### src/rtl/fetch_stage.sv
// Instruction-fetch stage: single-outstanding imem reads, registered IF/ID
// output with a one-entry skid buffer, decode stall and branch flush.
module fetch_stage #(
    parameter logic [31:0] NOP_INSTR = 32'h00000013
) (
    input  logic        clock,
    input  logic        reset,
    input  logic [31:0] pc,
    input  logic [31:0] pc_plus_four,
    input  logic        id_stall,
    input  logic        flush,
    output logic        pc_hold,
    output logic        imem_req_valid,
    input  logic        imem_req_ready,
    output logic [31:0] imem_addr,
    input  logic        imem_resp_valid,
    input  logic [31:0] imem_resp_data,
    output logic        if_valid,
    output logic [31:0] if_instr,
    output logic [31:0] if_pc,
    output logic [31:0] if_pc_plus_four
);

    localparam int unsigned XLEN = 32;

    typedef enum logic [1:0] {
        S_ISSUE = 2'd0,
        S_WAIT  = 2'd1,
        S_DROP  = 2'd2
    } state_t;

    state_t            state_q, state_d;
    logic [XLEN-1:0]   req_pc_q, req_pc_d, req_pc4_q, req_pc4_d;
    logic              skid_valid_q, skid_valid_d;
    logic [XLEN-1:0]   skid_instr_q, skid_instr_d, skid_pc_q, skid_pc_d, skid_pc4_q, skid_pc4_d;
    logic              out_valid_q, out_valid_d;
    logic [XLEN-1:0]   out_instr_q, out_instr_d, out_pc_q, out_pc_d, out_pc4_q, out_pc4_d;

    logic req_fire;
    logic out_free;
    logic deliver;

    // The request is held back during flush since pc is still the wrong-path value.
    assign imem_req_valid = !reset && (state_q == S_ISSUE) && !flush && !skid_valid_q;
    assign imem_addr      = pc;
    assign req_fire       = imem_req_valid && imem_req_ready;
    assign pc_hold        = !req_fire;
    assign out_free       = !out_valid_q || !id_stall;
    assign deliver        = (state_q == S_WAIT) && imem_resp_valid && !flush;

    assign if_valid        = out_valid_q;
    assign if_instr        = out_instr_q;
    assign if_pc           = out_pc_q;
    assign if_pc_plus_four = out_pc4_q;

    always_ff @(posedge clock or posedge reset) begin
        if (reset) begin
            state_q <= S_ISSUE;
        end else begin
            state_q <= state_d;
        end
    end

    // DROP always leaves on the next response, flushed or not: nothing else is in flight.
    always_comb begin
        state_d = state_q;
        case (state_q)
            S_ISSUE: if (req_fire) state_d = S_WAIT;
            S_WAIT: begin
                if (flush)                state_d = imem_resp_valid ? S_ISSUE : S_DROP;
                else if (imem_resp_valid) state_d = S_ISSUE;
            end
            S_DROP:  if (imem_resp_valid) state_d = S_ISSUE;
            default: state_d = S_ISSUE;
        endcase
    end

    // Output register and skid: skid drains first so program order is kept.
    always_comb begin
        req_pc_d     = req_pc_q;
        req_pc4_d    = req_pc4_q;
        skid_valid_d = skid_valid_q;
        skid_instr_d = skid_instr_q;
        skid_pc_d    = skid_pc_q;
        skid_pc4_d   = skid_pc4_q;
        out_valid_d  = out_valid_q;
        out_instr_d  = out_instr_q;
        out_pc_d     = out_pc_q;
        out_pc4_d    = out_pc4_q;

        if (req_fire) begin
            req_pc_d  = pc;
            req_pc4_d = pc_plus_four;
        end

        if (flush) begin
            out_valid_d  = 1'b0;
            out_instr_d  = NOP_INSTR;
            skid_valid_d = 1'b0;
        end else if (out_free) begin
            if (skid_valid_q) begin
                out_valid_d  = 1'b1;
                out_instr_d  = skid_instr_q;
                out_pc_d     = skid_pc_q;
                out_pc4_d    = skid_pc4_q;
                skid_valid_d = deliver;
                if (deliver) begin
                    skid_instr_d = imem_resp_data;
                    skid_pc_d    = req_pc_q;
                    skid_pc4_d   = req_pc4_q;
                end
            end else if (deliver) begin
                out_valid_d = 1'b1;
                out_instr_d = imem_resp_data;
                out_pc_d    = req_pc_q;
                out_pc4_d   = req_pc4_q;
            end else begin
                out_valid_d = 1'b0;
                out_instr_d = NOP_INSTR;
            end
        end else if (deliver) begin
            skid_valid_d = 1'b1;
            skid_instr_d = imem_resp_data;
            skid_pc_d    = req_pc_q;
            skid_pc4_d   = req_pc4_q;
        end
    end

    always_ff @(posedge clock or posedge reset) begin
        if (reset) begin
            req_pc_q     <= '0;
            req_pc4_q    <= '0;
            skid_valid_q <= 1'b0;
            skid_instr_q <= NOP_INSTR;
            skid_pc_q    <= '0;
            skid_pc4_q   <= '0;
            out_valid_q  <= 1'b0;
            out_instr_q  <= NOP_INSTR;
            out_pc_q     <= '0;
            out_pc4_q    <= '0;
        end else begin
            req_pc_q     <= req_pc_d;
            req_pc4_q    <= req_pc4_d;
            skid_valid_q <= skid_valid_d;
            skid_instr_q <= skid_instr_d;
            skid_pc_q    <= skid_pc_d;
            skid_pc4_q   <= skid_pc4_d;
            out_valid_q  <= out_valid_d;
            out_instr_q  <= out_instr_d;
            out_pc_q     <= out_pc_d;
            out_pc4_q    <= out_pc4_d;
        end
    end

endmodule
### config.mk
export PLATFORM = sky130hd
export DESIGN_NAME = fetch_stage
export DESIGN_NICKNAME = d
export VERILOG_FILES = /design/src/rtl/fetch_stage.sv
export SDC_FILE = /design/constraint.sdc
export NUM_CORES = 1
export LEC_CHECK = 0
export CELL_PAD_IN_SITES_DETAIL_PLACEMENT = 1
export CELL_PAD_IN_SITES_GLOBAL_PLACEMENT = 1
export CORE_UTILIZATION = 38
export DETAILED_ROUTE_END_ITERATION = 8
export PLACE_DENSITY = 0.86
export REMOVE_ABC_BUFFERS = 1
export SYNTH_ARGS = -nofsm -noshare
export SYNTH_HDL_FRONTEND = slang
export SYNTH_SLANG_ARGS = --single-unit
### constraint.sdc
create_clock -name clock -period 8.53 [get_ports clock]
set_input_delay 0.853 -clock clock [delete_from_list [all_inputs] [get_ports clock]]
set_output_delay 0.853 -clock clock [all_outputs]
set_load 0.01 [all_outputs]
After elaboration in Yosys (flattened, before gate mapping)

Index checks and enable logic that the tools add are counted.
W data, S select, Z words.

Word-level logic and storage cells: 65
Flip-flop bits (word level): 260

Mux-type cells: 30
Bitwise logic cells: 1
Equality and inequality tests: 4
Reduce and logical (&&, ||, !) cells: 19

Operators by type and width:

| cell                 | number |
|---|---|
| $mux W32             | 17 |
| $mux W1              | 8 |
| $mux W2              | 4 |
| $logic_and A1 B1 Y1  | 6 |
| $logic_not A1 Y1     | 6 |
| $pmux W2 S3          | 1 |
| $ne A2 B2 Y1 const B | 2 |
| $reduce_bool A2 Y1   | 2 |
| $reduce_and A3 Y1    | 1 |
| $reduce_bool A3 Y1   | 1 |
| $eq A2 B1 Y1 const B | 1 |
| $eq A2 B2 Y1 const B | 1 |
| $logic_not A2 Y1     | 1 |
| $reduce_and A2 Y1    | 1 |
| $logic_or A1 B1 Y1   | 1 |
| $not A1 Y1           | 1 |

Depth between registers and ports, before layout

Gate-level depths: netlist (run 1).

Depth after elaboration: 7
Gate-level depth with buffers: 7
Gate-level depth less buffers: 3

Least setup slack after synthesis (run 1)

OpenSTA, ideal clock, no wires.

Path type: in2out
From: in flush
To: out pc_hold
Data arrival time: 1.975 ns
Cell stages on the path: 3
Data required time: 7.677 ns
Setup slack: 5.702 ns
Buffers on the path: 1
Cells stage by stage: or4_1 -> or3b_4 -> buf_2

Longest elaborated chain between the ends: 5

Ends and longest elaborated chain:

| item                              | RTL line | source |
|---|---|---|
| from (decl)                       | 11       | `input logic flush,` |
| $logic_not A1 Y1                  | 44       | `assign imem_req_valid = !reset && (state_q == S_ISSUE) && !flush && !skid_valid_q;` |
| $logic_and A1 B1 Y1 (2 in series) | 44       |  |
| $logic_and A1 B1 Y1               | 46       | `assign req_fire = imem_req_valid && imem_req_ready;` |
| $logic_not A1 Y1                  | 47       | `assign pc_hold = !req_fire;` |
| to (decl)                         | 12       | `output logic pc_hold,` |

Every way passes these cells.

Worst setup path in the final report (run 1)

Same ends and word-level chain as after synthesis.

==> results of run 1 <==
-- sequential cells by signal (all words and copies together) (netlist names) --
| name | flops |
|---|---|
| skid_pc4_q | 32 |
| skid_instr_q | 32 |
| req_pc_q | 32 |
| if_valid | 1 |
| req_pc4_q | 32 |
| if_pc | 32 |
| skid_pc_q | 32 |
| state_q | 2 |
| if_instr | 32 |
| skid_valid_q | 1 |
| if_pc_plus_four | 32 |
-- logic make-up after synthesis --
family | after synthesis | share of synthesized area [%]
flip-flops | 260 | 58.08
AO/OA/AOI/OAI | 167 | 12.08
multiplexers | 194 | 20.46
AND/OR/NAND/NOR | 80 | 4.441
buffers and inverters | 96 | 4.842
adder cells (fa/ha/maj) | 1 | 0.08926
-- final cells by class --
| cell class | instances | area share (%) |
|---|---|---|
| sequential | 260 | 44.66 |
| multi-input combinational | 442 | 28.78 |
| timing repair buffer | 242 | 16.51 |
| clock buffer | 42 | 5.804 |
| tap | 384 | 3.292 |
| clock inverter | 9 | 0.8745 |
| inverter | 1 | 0.07716 |
-- power by group through the flow --
stage	clock, W	combinational (W)	sequential [W]
6_report	0.00128	0.000615	0.00156
5_1_grt	0.00136	0.000659	0.00158
4_1_cts	0.00131	0.000625	0.00156
3_5_place_dp	0	0.000620	0.00157
3_3_place_gp	0	0.000601	0.00156
2_1_floorplan	0	0.000231	0.00158
-- worst reg2reg max path: cells and delay by family, from the launching register on --
family                 cells  cell delay [ns]
buffers and inverters      2             1.52
flip-flops                 1             1.14
AO/OA/AOI/OAI              2             0.95
-- metrics by stage --
stage | worst slack [ns] | total power (W)
3_5_place_dp | 4.335 | 0.002190
6_report | 4.325 | 0.003453
2_1_floorplan | 0.3253 | 0.001812
4_1_cts | 4.320 | 0.003495
3_3_place_gp | 4.370 | 0.002164
5_1_grt | 4.248 | 0.003595
-- cell usage after synthesis, drive strengths merged --
master | number | area share [%]
o21ai | 2 | 0.089
nand4bb | 1 | 0.10
nand2b | 63 | 3.5
a211o | 2 | 0.16
nor2 | 7 | 0.23
nand2 | 2 | 0.067
dfstp | 6 | 1.4
o2bb2ai | 29 | 2.3
nand3b | 4 | 0.27
a21oi | 7 | 0.31
buf | 63 | 3.7
or3b | 1 | 0.10
nor4bb | 1 | 0.089
mux2i | 32 | 2.9
mux2 | 162 | 18
a2bb2oi | 62 | 4.8
or4 | 1 | 0.067
clkbuf | 32 | 1.1
dfrtp | 254 | 57
o21a | 1 | 0.067
o221a | 2 | 0.20
maj3 | 1 | 0.089
o31ai | 62 | 4.2
inv | 1 | 0.033
-- placed cells by master, fill, tap and decap left out, types with 2 or more instances in the layout --
master           synthesis  final
dfrtp_1                254    253
clkbuf_1                32      8
nand2_1                  2      2
mux2_2                 122    122
o221a_2                  2      2
nor2_1                   7      5
clkinvlp_4               0      3
o31ai_1                 62     62
nand3b_1                 4      4
mux2i_1                 32     32
dfstp_2                  6      6
clkbuf_16                0     31
clkdlybuf4s50_1          0    232
a21oi_1                  7      6
nand2b_1                63     63
a211o_1                  2      2
buf_4                   32      9
bufinv_16                0      3
mux2_4                  40     40
clkinv_2                 0      3
o2bb2ai_1               29     29
a2bb2oi_1               62     62
clkbuf_8                 0      3
-- worst paths after layout --
check                                  start             to  slack, ns  cells after the start
max in group asynchronous              reset  skid_pc_q[22]       6.42                      3
worst min-delay path            if_instr[10]   if_instr[10]       0.48                      1
min in group asynchronous              reset     state_q[1]       0.87                      2
worst min register to register  if_instr[10]   if_instr[10]       0.48                      1
worst max-delay path                   flush        pc_hold       4.33                      4
worst max register to register  skid_valid_q       if_pc[1]       4.84                      4
-- layer usage --
layer / wire, um / track usage, % / vias up
met1: 12690 / 25.47 / 3824
met3: 1170 / 3.421 / 39
met4: 620 / 4.788 / 0
met5: 0 / 0 / -
li1: - / - / 3258
met2: 14090 / 32.57 / 180
==> impl_metrics.env, run 1 <==
export IMPL_postLayoutCoreUtil_pct=50.57
export IMPL_dr_pass1_iters=4
export IMPL_crit_chain="clkdlybuf4s50_1, or4_1, or3b_4, clkdlybuf4s50_1"
export IMPL_ys_seq_area_share_pct=58.08
export IMPL_drt_wl_total_um=28570
export IMPL_finalClockSkew_ns=0.01898
export IMPL_n_fill_cell=2848
export IMPL_hpwl_um=16650
export IMPL_cpLargestDelayFamily="simple AND/OR/NAND/NOR gates"
export IMPL_synth_cell_types=28
export IMPL_combPwrFrac_pct=17.8
export IMPL_cts_tree="yes"
export IMPL_vias=7301
export IMPL_setup_tns_ns=0
export IMPL_grt_pass1_wl_um=46780
export IMPL_grt_max_degree=141
export IMPL_cp_common_cell="clkdlybuf4s50_1"
export IMPL_slowest_stage="or3b_4"
export IMPL_grt_ovfl_total=0
export IMPL_vdd_drop_max_uv=144.7
export IMPL_min_path_type="register to register"
export IMPL_whs_ns=0.4835
export IMPL_p_sw_w=0.0008634
export IMPL_dieArea_sq_um=30200
export IMPL_dieHeight_um=173.8
export IMPL_crit_arrival_ns=3.35
export IMPL_fmax_mhz=237.8
export IMPL_layout_drive_gt1_share_pct=23.29
export IMPL_regArea_sq_um=6518
export IMPL_synth_avg_cell_area_sq_um=14.05
export IMPL_antenna_cells=0
export IMPL_worst_slew_pin_slew_ns=1.102
export IMPL_pwr_density_cell_nw_per_um2=236.6
export IMPL_slowest_delay_ns=0.66
export IMPL_htreeDepth=1
export IMPL_fin_cells=1380
export IMPL_ctsHoldBuffers=0
export IMPL_ant_nets=0
export IMPL_p_sw_share_pct=25.01
export IMPL_crit_path_start_kind="input port"
export IMPL_dp_cells=1329
export IMPL_ios=233
export IMPL_p_int_w=0.002590
export IMPL_dr_first_iter_drc_count=361
export IMPL_die_w_um=173.8
export IMPL_rows=62
export IMPL_synth_cells=798
export IMPL_grt_pass1_vias=8177
export IMPL_period_needed_ns=4.205
export IMPL_antenna_found_initial=0
export IMPL_seq_power_share_pct=45.1
export IMPL_core_sq_um=28860
export IMPL_p_clk_share_pct=37.0
export IMPL_status="complete, no violations"
export IMPL_yosysWarnings=0
export IMPL_multi_input_comb_area_sq_um=4200
export IMPL_finalCritPeriodShare_pct=49.29
export IMPL_hold_violations=0
export IMPL_portBuffers=232
export IMPL_synthToLayoutAreaGrowth_pct=30.14
export IMPL_final_area_sq_um=14590
export IMPL_relSlewSlack_pct=26.52
export IMPL_clockBufferDepth=3
export IMPL_finalWeightedCongestion=0.7199
export IMPL_cp_end_kind="output pin"
export IMPL_dpl_cell_area_sq_um=13620
export IMPL_cts_setup_buffers=0
export IMPL_cts_sinks=260
export IMPL_max_cap_violations=0
export IMPL_clock_latency_ns=0.55
export IMPL_start_util_pct=38.86
export IMPL_cts_buffers=30
export IMPL_drv_slew=0
export IMPL_crit_required_ns=7.68
export IMPL_final_nets=1079
export IMPL_setup_viol=0
export IMPL_post_drt_wl_per_cell_um=20.70
export IMPL_vias_per_cell=5.291
export IMPL_path_clk_slew_ns=0.06
export IMPL_track_usage_pct=19.23
export IMPL_p_leak_nw=6.300
export IMPL_ys_ff_latch=260
export IMPL_worstPathMaxFanout=30
export IMPL_netlist_area_sq_um=11210
export IMPL_root_buffer="clkbuf_16"
export IMPL_path_buf_inv=2
export IMPL_cts_repair_resized=0
export IMPL_drc=0
export IMPL_rsz0062_at_grt="false"
export IMPL_critPathKind="input port to output pin"
Note: power is estimated with default switching activity, not from simulation.
==> run 2, diff against run 1 <==
--- a/config.mk
+++ b/config.mk
@@ -9,7 +9,7 @@
 export CELL_PAD_IN_SITES_GLOBAL_PLACEMENT = 1
 export CORE_UTILIZATION = 38
 export DETAILED_ROUTE_END_ITERATION = 8
-export PLACE_DENSITY = 0.86
+export PLACE_DENSITY = 0.83
 export REMOVE_ABC_BUFFERS = 1
 export SYNTH_ARGS = -nofsm -noshare
 export SYNTH_HDL_FRONTEND = slang
==> constraint.sdc (replaced) <==
create_clock -name clock -period 3.9 [get_ports clock]
set_input_delay 0.39 -clock clock [delete_from_list [all_inputs] [get_ports clock]]
set_output_delay 0.39 -clock clock [all_outputs]
set_load 0.01 [all_outputs]
==> impl_metrics.env, run 2 (synthesized netlist as in run 1, its figures left out) <==
export IMPL_status="complete, no violations"
export IMPL_final_common_cell="dfrtp_1"
export IMPL_drv_slew=0
export IMPL_dp_cells=1338
export IMPL_wl_met2_um=14020
export IMPL_path_clk_slew_ns=0.06
export IMPL_clock_latency_ns=0.54
export IMPL_cts_setup_buffers=0
export IMPL_p_leak_nw=6.381
export IMPL_worst_slew_pin_slew_ns=1.076
export IMPL_antenna_found_initial=1
export IMPL_final_area_sq_um=14740
export IMPL_grt_ovfl_total=0
export IMPL_dieArea_sq_um=30200
export IMPL_hpwl_um=17960
export IMPL_synthToLayoutAreaGrowth_pct=31.40
export IMPL_dr_first_iter_drc_count=343
export IMPL_crit_required_ns=3.51
export IMPL_vias_per_cell=5.235
export IMPL_cts_tree="yes"
export IMPL_dpl_cell_area_sq_um=13720
export IMPL_max_cap_violations=0
export IMPL_critPathKind="register to output pin"
export IMPL_vias=7287
export IMPL_clockBufferDepth=3
export IMPL_setup_tns_ns=0
export IMPL_final_cell_mix="dfrtp_1 (253), clkdlybuf4s50_1 (232), mux2_2 (122)"
export IMPL_relSlewSlack_pct=28.24
export IMPL_cts_repair_resized=0
export IMPL_pwr_density_cell_nw_per_um2=515.1
export IMPL_fin_cells=1392
export IMPL_grt_pass1_vias=8168
export IMPL_fmax_mhz=321.3
export IMPL_finalClockSkew_ns=0.008082
export IMPL_drc=0
export IMPL_crit_path_start_kind="register"
export IMPL_core_sq_um=28860
export IMPL_setup_viol=0
export IMPL_finalWeightedCongestion=0.7562
export IMPL_dr_max_layer_used="met5"
export IMPL_root_buffer="clkbuf_16"
export IMPL_ctsHoldBuffers=0
export IMPL_cts_buffers=30
export IMPL_grt_max_degree=110
export IMPL_portBuffers=232
export IMPL_path_buf_inv=1
export IMPL_track_usage_pct=19.23
export IMPL_slowest_stage="or3b_4"
export IMPL_ios=233
export IMPL_cpLargestDelayFamily="simple AND/OR/NAND/NOR gates"
export IMPL_vdd_drop_max_uv=285.9
export IMPL_crit_chain="or4_1, or3b_4, clkdlybuf4s50_1"
export IMPL_worstPathMaxFanout=18
export IMPL_dieHeight_um=173.8
export IMPL_pre_cts_ws_ns=0.8950
export IMPL_dr_pass1_iters=4
export IMPL_crit_arrival_ns=2.72
export IMPL_min_path_type="input port to register"
export IMPL_period_needed_ns=3.113
export IMPL_grt_pass1_wl_um=46400
export IMPL_wl_met3_um=1291
export IMPL_htreeDepth=1
export IMPL_post_drt_wl_per_cell_um=20.78
export IMPL_antenna_cells=0
export IMPL_finalCritPeriodShare_pct=79.82
export IMPL_hold_violations=0
export IMPL_cts_sinks=260
export IMPL_die_w_um=173.8
export IMPL_wl_met1_um=12970
export IMPL_layout_drive_gt1_share_pct=24.40
export IMPL_slowest_delay_ns=0.62
export IMPL_cp_end_kind="output pin"
export IMPL_worst_slack_ns=0.7872
export IMPL_ant_nets=0
export IMPL_drt_wl_total_um=28920
export IMPL_final_nets=1088
export IMPL_rsz0062_at_grt="false"
export IMPL_rows=62
export IMPL_start_util_pct=38.86
## run 2: per-stage QoR
| stage | total power, W | hold slack [ns] | utilization, % |
|---|---|---|---|
| detailed placement | 0.004802 | 0.4774 | 47.56 |
| finish | 0.007590 | 0.4642 | 51.06 |
| global placement | 0.004737 | 0.4739 | 47.56 |
| floorplan | 0.003963 | 0.4531 | - |
| CTS | 0.007699 | 0.4387 | 51.06 |
| global route | 0.007904 | 0.4419 | 51.06 |
## run 2: layout make-up
type / instances / area (sq um)
Clock buffer: 42 / 867.1
Inverter: 1 / 11.26
Tap cell: 384 / 480.5
Fill cell: 2868 / 14120
Multi-Input combinational cell: 442 / 4200
Clock inverter: 12 / 143.9
Sequential cell: 260 / 6518
Timing Repair Buffer: 251 / 2515
## run 2: final timing paths
kind | from | endpoint | slack [ns] | depth (start not counted)
hold / removal | pc_plus_four[2] | req_pc4_q[2] | 0.46 | 2
max in group asynchronous | reset | skid_pc_q[24] | 2.48 | 3
setup reg to reg | skid_valid_q | req_pc4_q[24] | 1.43 | 4
setup / recovery | skid_valid_q | pc_hold | 0.79 | 3
min in group asynchronous | reset | state_q[1] | 0.50 | 2
hold reg to reg | if_instr[6] | if_instr[6] | 0.50 | 1
## run 2: where the power goes
part           internal, W  total, W  switching, W
Combinational     0.000871   0.00135      0.000479
Sequential         0.00310   0.00340      0.000303
Clock              0.00174   0.00284       0.00110
Total              0.00571   0.00759       0.00188
## run 2: metal layers
layer	vias up	GRT usage [%]
met5	-	0
met4	2	5.409
met3	47	3.224
met2	195	31.70
met1	3774	26.11
li1	3269	-
## run 2: worst reg2reg max path, stage by stage (launching register included)
cell,delay [ns]
dfrtp_4,0.50
or4_1,0.51
or3b_4,0.62
buf_4,0.38
mux2_4,0.36
